--- config.mk ---
export PLATFORM = sky130hd
export DESIGN_NAME = arf_rat
export DESIGN_NICKNAME = d
export VERILOG_FILES = /design/src/rtl/arf_rat_pkg.sv /design/src/rtl/arf_regfile.sv /design/src/rtl/arf_rat.sv
export SDC_FILE = /design/constraint.sdc
export NUM_CORES = 2
export LEC_CHECK = 0
export CORE_ASPECT_RATIO = 1.75
export CORE_UTILIZATION = 45
export CTS_CLUSTER_SIZE = 40
export DETAILED_ROUTE_END_ITERATION = 7
export GPL_TIMING_DRIVEN = 0
export PLACE_DENSITY = 0.62
export SYNTH_ARGS = -nofsm -noshare
export SYNTH_HDL_FRONTEND = slang
export SYNTH_HIERARCHICAL = 1
export SYNTH_SLANG_ARGS = --single-unit
export TNS_END_PERCENT = 10
--- constraint.sdc ---
create_clock -name clk -period 39.5 [get_ports clk]
set_input_delay 9.875 -clock clk [delete_from_list [all_inputs] [get_ports clk]]
set_output_delay 9.875 -clock clk [all_outputs]
set_load 0.005 [all_outputs]
--- src/rtl/arf_rat_pkg.sv ---
// Shared definitions for the architectural register file and register alias
// table: sizes, register/tag/data types and the RAT entry layout.
package arf_rat_pkg;

    localparam int N_ARF_REGS     = 32;
    localparam int ARF_ID_WIDTH   = 5;
    localparam int REG_DATA_WIDTH = 32;
    localparam int ROB_ID_WIDTH   = 4;

    typedef logic [ARF_ID_WIDTH-1:0]   arf_id_t;
    typedef logic [ROB_ID_WIDTH-1:0]   rob_id_t;
    typedef logic [REG_DATA_WIDTH-1:0] reg_data_t;

    // One alias-table entry: valid=1 means the register's newest value is
    // still in flight and will be produced by ROB entry rob_id.
    typedef struct packed {
        logic    valid;
        rob_id_t rob_id;
    } rat_entry_t;

    localparam int RAT_ENTRY_WIDTH = $bits(rat_entry_t);

endpackage

--- src/rtl/arf_regfile.sv ---
// Architectural register file.
//   clk, rst_aH       : clock, asynchronous active-high reset (clears all regs)
//   we, waddr, wdata  : single write port (retire commit); writes to x0 ignored
//   raddr1 -> rdata1  : combinational read port 1, x0 reads as zero
//   raddr2 -> rdata2  : combinational read port 2, x0 reads as zero
// Reads return pre-edge contents; there is no write-to-read bypass.
module arf_regfile
    import arf_rat_pkg::*;
(
    input  logic      clk,
    input  logic      rst_aH,
    input  logic      we,
    input  arf_id_t   waddr,
    input  reg_data_t wdata,
    input  arf_id_t   raddr1,
    output reg_data_t rdata1,
    input  arf_id_t   raddr2,
    output reg_data_t rdata2
);

    reg_data_t regs [N_ARF_REGS];

    always_ff @(posedge clk or posedge rst_aH) begin
        if (rst_aH) begin
            for (int i = 0; i < N_ARF_REGS; i++) begin
                regs[i] <= '0;
            end
        end else if (we && (waddr != '0)) begin
            regs[waddr] <= wdata;
        end
    end

    // x0 is forced to zero on the read side as well, so it stays zero even
    // if the storage location were ever disturbed.
    assign rdata1 = (raddr1 == '0) ? '0 : regs[raddr1];
    assign rdata2 = (raddr2 == '0) ? '0 : regs[raddr2];

endmodule

--- src/rtl/arf_rat.sv ---
// Architectural register file plus register alias table.
//   clk, rst_aH                      : clock, asynchronous active-high reset
//   dispatch_valid, dispatch_ready   : dispatch fires on valid & ready
//   dispatch_dst_valid/_arf_id       : destination written by the dispatching op
//   dispatch_rob_id                  : ROB tag allocated to that op
//   srcN_arf_id                      : source register lookups (N = 1, 2)
//   srcN_renamed/_rob_id/_arf_data   : in-flight tag or committed value
//   retire, retire_rob_id/_arf_id/_reg_data : ROB commit of a register write
//   flush                            : redirect flush, drops every mapping
// Handshake: a dispatch is consumed on the rising edge where dispatch_valid and
// dispatch_ready are both high; this block never back-pressures, so it has no
// ready output of its own (the ROB drives dispatch_ready). retire is a
// one-cycle strobe with no handshake.
// Source lookups are combinational from pre-edge state: a same-cycle dispatch
// or retire is not visible until the next cycle.
module arf_rat
    import arf_rat_pkg::*;
(
    input  logic      clk,
    input  logic      rst_aH,
    input  logic      dispatch_valid,
    input  logic      dispatch_ready,
    input  logic      dispatch_dst_valid,
    input  arf_id_t   dispatch_dst_arf_id,
    input  rob_id_t   dispatch_rob_id,
    input  arf_id_t   src1_arf_id,
    output logic      src1_renamed,
    output rob_id_t   src1_rob_id,
    output reg_data_t src1_arf_data,
    input  arf_id_t   src2_arf_id,
    output logic      src2_renamed,
    output rob_id_t   src2_rob_id,
    output reg_data_t src2_arf_data,
    input  logic      retire,
    input  rob_id_t   retire_rob_id,
    input  arf_id_t   retire_arf_id,
    input  reg_data_t retire_reg_data,
    input  logic      flush
);

    rat_entry_t rat [N_ARF_REGS];

    logic dispatch_fire;
    logic retire_clear;

    assign dispatch_fire = dispatch_valid && dispatch_ready && dispatch_dst_valid
                           && (dispatch_dst_arf_id != '0) && !flush;

    // Only the producer that still owns the mapping may clear it; if a
    // younger op has since been renamed onto the register, keep its tag.
    assign retire_clear = retire && (retire_arf_id != '0)
                          && rat[retire_arf_id].valid
                          && (rat[retire_arf_id].rob_id == retire_rob_id);

    always_ff @(posedge clk or posedge rst_aH) begin
        if (rst_aH) begin
            for (int i = 0; i < N_ARF_REGS; i++) begin
                rat[i] <= '0;
            end
        end else if (flush) begin
            for (int i = 0; i < N_ARF_REGS; i++) begin
                rat[i].valid <= 1'b0;
            end
        end else begin
            if (retire_clear) begin
                rat[retire_arf_id].valid <= 1'b0;
            end
            // Placed after the retire clear so a same-register dispatch wins.
            if (dispatch_fire) begin
                rat[dispatch_dst_arf_id] <= '{valid: 1'b1, rob_id: dispatch_rob_id};
            end
        end
    end

    // The ARF write happens on every retire, flush or not.
    arf_regfile u_regfile (
        .clk    (clk),
        .rst_aH (rst_aH),
        .we     (retire),
        .waddr  (retire_arf_id),
        .wdata  (retire_reg_data),
        .raddr1 (src1_arf_id),
        .rdata1 (src1_arf_data),
        .raddr2 (src2_arf_id),
        .rdata2 (src2_arf_data)
    );

    assign src1_renamed = (src1_arf_id != '0) && rat[src1_arf_id].valid;
    assign src1_rob_id  = rat[src1_arf_id].rob_id;
    assign src2_renamed = (src2_arf_id != '0) && rat[src2_arf_id].valid;
    assign src2_rob_id  = rat[src2_arf_id].rob_id;

endmodule

; Yosys cells after proc, flatten, opt, wreduce, memory -nomap -nowiden
; Index checks and enable logic that the tools add are counted.
[word_totals]
register_bits = 1184
in_bits = 67
word_cells = 186
[op_classes]
n_lt_le_gt_ge = 6
eq_ne = 1
muxes = 61
n_bitwise = 4
n_reduce_logical = 18
[op_table]
columns = operator, count
row1 = bitwise mux 1024 bit, 1
row2 = two-way mux 160 bit, 3
row3 = binary-select mux 32 bit (select 5 bit), 2
row4 = bitwise mux 160 bit, 2
row5 = two-way mux 32 bit, 7
row6 = demux 32 bit (select 5 bit), 1
row7 = binary-select mux 5 bit (select 5 bit), 3
row8 = demux 5 bit (select 5 bit), 2
row9 = two-way mux 5 bit, 8
row10 = two-way mux 1 bit, 32
row11 = ">= comparator 6 bit, second input constant", 4
row12 = inverter 5 -> 6 bit, 4
row13 = nonzero test 5 bit, 4
row14 = "less-than comparator 6 x 1 -> 1 bit, second input constant", 2
row15 = logical AND 1 bit, 11
row16 = zero test 5 bit, 2
row17 = equality test 4 bit, 1
row18 = zero test 1 bit, 1

; Depth between registers and ports, before layout
[logic_depth]
word_depth = 11
ltp_mapped = 11
depth_no_buf = 7

; Cells and area by module
; Netlist, hierarchy kept.
[by_module_without_submodules]
columns = mod, n_inst, cells_each, area_each_um2, seq_area_each_um2
row1 = arf_regfile, 1, 3709, 54382.2, 25624.6
row2 = arf_rat, 1, 777, 10457.5, 3978.8

; Least setup slack after synthesis
; Ideal clock, no wire load.
[synth_timing]
path_kind = input to output
from = in src1_arf_id[0]
to = out src1_renamed
t_arrival_ps = 11883
required_time_ps = 29625
setup_slack_ps = 17742
path_stages = 5
path_cell_list = clkbuf_1 buf_1 mux4_2 mux4_2 mux2_2
[synth_between]
elab_chain_len = 5
[synth_lines]
columns = element, line
row1 = from (decl), arf_rat.sv:26  ; input arf_id_t src1_arf_id,
row2 = inverter 5 -> 6 bit (implied by the code), arf_rat.sv:88  ; assign src1_renamed = (src1_arf_id != '0) && rat[src1_arf_id].valid;
row3 = binary-select mux 5 bit (select 5 bit), arf_rat.sv:88
row4 = two-way mux 5 bit (2 in a row), --
row5 = logical AND 1 bit (*), arf_rat.sv:88
row6 = to (decl), arf_rat.sv:27  ; output logic src1_renamed,
; Mark *: on every way between the ends. The rest lies on a longest branch, timed or not. The select of a mux whose other input is x is not followed.

; Final worst setup path
[layout_timing]
from = in src1_arf_id[2]
to = out src1_arf_data[21]
[layout_between]
elab_chain_len = 5
[layout_lines]
columns = element, line
row1 = inverter 5 -> 6 bit (implied by the code), arf_regfile.sv:35  ; assign rdata1 = (raddr1 == '0) ? '0 : regs[raddr1];
row2 = binary-select mux 32 bit (select 5 bit), arf_regfile.sv:35
row3 = two-way mux 32 bit (implied by the code) (2 in a row), arf_regfile.sv:35
row4 = two-way mux 32 bit (*), arf_regfile.sv:35
row5 = to (decl), arf_rat.sv:29  ; output reg_data_t src1_arf_data,
; Marked as above.

==> results by group <==
Outcome
  – Violations in the final reports: max-capacitance violations, max-slew violations
  – Run status: finished with violations

Routing
  – Routed via count: about 47,000
  – Wire length after detailed routing: around 280 mm
  – Count of TritonRoute iterations in the first routing pass: 5
  – Drt via density: around 7.0
  – Post-DR wirelength/cell: roughly 42 um
  – Remaining design rule violation count: 0
  – Initial DRC count: 5,138
  – Met2 wirelength from detailed routing: around 130 mm
  – Wire length on met1: about 91 mm
  – Antenna Nets Post-Route: 0
  – Top layer in use: met5
  – Routed length on met3: 22.29 mm

CTS
  – Quantity of gates resized following cts: 0
  – H-tree Lvls: 3
  – Clock-pin slew of the registers on the worst-case setup and hold paths: 0.07 ns
  – Clk buf depth: 3
  – Root buf cell: sky130_fd_sc_hd__clkbuf_16
  – Number of setup buffers added after CTS: 0
  – CTS tree: yes
  – Clk_lat worst skew: 0.77 ns
  – Sinks on Clock Net: 1,183
  – Cts bufs inserted: between 100 and 150
  – Hold buffer count at CTS: 0

Timing
  – Fmax: approximately 40 MHz
  – Final max-slew violation count: approximately 150
  – Sum of negative setup slack: 0 ns
  – Final worst path period share: 0.6396
  – Post-layout minimum cycle time: 25.27 ns
  – Final setup slack of the worst path: 14.23 ns
  – Worst Clk Skew: between 0.03 and 0.04 ns
  – RSZ-0062 raised after global routing: no
  – Remaining max-slew budget at the tightest pin: -0.1194
  – Final setup violating endpoints: 0
  – Hold violation count in the final report: 0
  – Slew @ Worst Pin: 1.679 ns

Setup path
  – R2R Setup Slk: 35.87 ns
  – Launching element type of the critical path: input port
  – CP Class: input port to primary output
  – CP Data Required Time: about 30 ns
  – Buffers and inverters on the worst path: 5
  – List of cells traversed by the critical path: clkdlybuf4s50_1 -> buf_2 -> buf_2 -> nand3b_1 -> clkbuf_2 -> o221ai_1 -> a211oi_1 -> nor3_1 -> clkdlybuf4s50_1
  – Crit. End Element: primary output
  – Max stage delay cell, worst path: sky130_fd_sc_hd__nand3b_1
  – Crit-path max FO: 10
  – Data arrival time of the critical path: 15.39 ns
  – Crit path max-delay family: buffers and inverters
  – Largest stage delay on the critical path: about 0.98 ns

Synth
  – FF+latch count, synth: roughly 1,200
  – Synthesized instance count: 4,486
  – Area leader, netlist: sky130_fd_sc_hd__dfrtp_1
  – Sequential element share of the synthesized area: 0.4566
  – Post-synth EDFFs: 0
  – Area contributors post-synth: sky130_fd_sc_hd__dfrtp_1, sky130_fd_sc_hd__mux2_2, sky130_fd_sc_hd__mux4_2
  – YS warnings: 6
  – Async set-reset flop share out of synthesis: 1.000
  – Proportion of netlist area held by the largest area contributor: 0.4566
  – Avg Synthesized Cell Area: ~14 um^2
  – Most used DFF post-synth: sky130_fd_sc_hd__dfrtp_1
  – Netlist area before placement: about 65,000 um^2
  – Library cells used by synthesis: 61
  – Net count after synthesis: 4,553

Placement
  – Placed cell area: 68,790 um^2
  – Final HPWL DP: 205.8 mm
  – DP Worst Slack: 14.30 ns
  – Port bufs: 131
  – Number of placed instances with taps included: approximately 6,500
  – RD Place Congestion: around 1.0

Die
  – Die width: around 290 um
  – Number of top-level pins: 141
  – Starting Density: 0.4553
  – DIE AREA: between 100,000 and 150,000 um^2
  – Core region area: 142,400 um^2
  – Vertical die dimension: around 500 um
  – Row Count: about 180

Layout
  – Proportion of layout cells with a drive suffix above 1: 0.4215
  – Final nets: between 4,000 and 5,000
  – Multi-input gate area in the final layout: roughly 33,000 um^2
  – Register area: about 30,000 um^2
  – Layout filler cell count: between 10,000 and 15,000
  – Area overhead of the layout relative to synthesis: 12.12%
  – Post-route cell area: 72,700 um^2
  – Final Non-Filler Cells: approximately 6,700

Global route
  – Number of antenna violations at the first check in global routing: 22
  – Overall track demand over capacity in global routing: 0.3875
  – Pin count of the biggest net entering global routing: between 100 and 150
  – Global-route wire length before repair: ~380 mm
  – Overflow after GRT: 0
  – Number of global-route vias before repair: around 48,000

Pwr
  – Power density normalized to cell area: between 40 and 50 nW/um^2
  – P_leak: between 30 and 40 nW
  – Worst vdd rail ir drop: approximately 0.042 mV

Run
  – Maximum Capacitance Violations: 18

Hold path
  – Path category of the worst min-delay check: register to register
cells in the final DEF (no fill, tap or decap), types with 7 or more instances in the layout:
cell type                         count
sky130_fd_sc_hd__a2111oi_0           26
sky130_fd_sc_hd__a211oi_1            50
sky130_fd_sc_hd__a21oi_1             77
sky130_fd_sc_hd__a22o_1              52
sky130_fd_sc_hd__a22oi_1             91
sky130_fd_sc_hd__a311oi_1            23
sky130_fd_sc_hd__a31oi_1              7
sky130_fd_sc_hd__and2_1              20
sky130_fd_sc_hd__buf_1               61
sky130_fd_sc_hd__buf_16              10
sky130_fd_sc_hd__buf_2               88
sky130_fd_sc_hd__buf_4               34
sky130_fd_sc_hd__buf_6               15
sky130_fd_sc_hd__bufinv_16            9
sky130_fd_sc_hd__clkbuf_1           313
sky130_fd_sc_hd__clkbuf_16          112
sky130_fd_sc_hd__clkbuf_2             9
sky130_fd_sc_hd__clkbuf_8            23
sky130_fd_sc_hd__clkdlybuf4s50_1    131
sky130_fd_sc_hd__clkinv_2            25
sky130_fd_sc_hd__dfrtp_1           1183
sky130_fd_sc_hd__diode_2             12
sky130_fd_sc_hd__inv_1                7
sky130_fd_sc_hd__mux2_2            1165
sky130_fd_sc_hd__mux2i_1            314
sky130_fd_sc_hd__mux4_1              12
sky130_fd_sc_hd__mux4_2             497
sky130_fd_sc_hd__nand2_1            124
sky130_fd_sc_hd__nand3_1             15
sky130_fd_sc_hd__nand3b_1             7
sky130_fd_sc_hd__nor2_1              51
sky130_fd_sc_hd__nor2b_1             45
sky130_fd_sc_hd__nor3_1              42
sky130_fd_sc_hd__nor4_1              16
sky130_fd_sc_hd__o21ai_0              7
sky130_fd_sc_hd__o221ai_1            24
sky130_fd_sc_hd__o22ai_1             44
sky130_fd_sc_hd__o32ai_1             16
through the flow:
| step | util | power [mW] | hold WS (ns) |
|---|---|---|---|
| floorplan | - | 2.059 | 0.4413 |
| global placement | 0.4807 | 2.310 | 0.4587 |
| detailed placement | 0.4830 | 2.333 | 0.4679 |
| CTS | 0.5097 | 3.467 | 0.4859 |
| global route | 0.5103 | 3.589 | 0.5032 |
| finish | 0.5105 | 3.482 | 0.4871 |
flip-flops by register name (all words and copies together), names as in the netlist:
register,cells
rat,159
u_regfile/regs,1024
layer usage:
layer	track usage	vias up
li1	-	17890
met1	0.4195	24680
met2	0.6155	3032
met3	0.08011	1225
met4	0.3899	16
met5	0	-
worst paths after layout:
kind,from,endpoint,cells after the start
max,src1_arf_id[2],src1_arf_data[21],9
min,u_regfile/regs[998],u_regfile/regs[998],1
max reg2reg,rat[70],rat[144],6
min reg2reg,u_regfile/regs[998],u_regfile/regs[998],1
max in group asynchronous,rst_aH,u_regfile/regs[709],5
min in group asynchronous,rst_aH,rat[140],2
synth_stat cells (52+ instances only):
cell type	instances
sky130_fd_sc_hd__a22oi_1	91
sky130_fd_sc_hd__buf_1	67
sky130_fd_sc_hd__buf_2	85
sky130_fd_sc_hd__mux2_2	1165
sky130_fd_sc_hd__dfrtp_1	1183
sky130_fd_sc_hd__a22o_1	52
sky130_fd_sc_hd__nand2_1	124
sky130_fd_sc_hd__a21oi_1	77
sky130_fd_sc_hd__mux4_2	497
sky130_fd_sc_hd__mux2i_1	314
sky130_fd_sc_hd__clkbuf_1	298
sky130_fd_sc_hd__nor2_1	52
where the power goes:
group	internal (mW)	total [mW]	leakage, nW	switching [mW]
clock	0.627	1.14	1.87	0.515
combinational	0.405	0.755	14.0	0.350
sequential	1.42	1.58	15.3	0.168
cell families (layout without fill, tap and decap cells):
logic type             Yosys count  after routing  share of synthesized area
AOI/OAI and AO/OA              442            442                    0.05189
buffers and inverters          510            862                    0.03531
DFF                           1183           1183                     0.4566
muxes                         1988           1988                     0.4283
other                            0             12                          0
and+or+nand+nor                363            363                    0.02794
cell type report:
cell class                 instances  area share
multi-input combinational       2793      0.4535
inverter                          10   0.0007229
antenna                           12   0.0004131
timing repair buffer             147     0.02296
sequential                      1183      0.4072
tap                             1850     0.03184
buffer                           500     0.03119
clock buffer                     156     0.04399
clock inverter                    49    0.008210
Power figures use the tool's default switching activity.
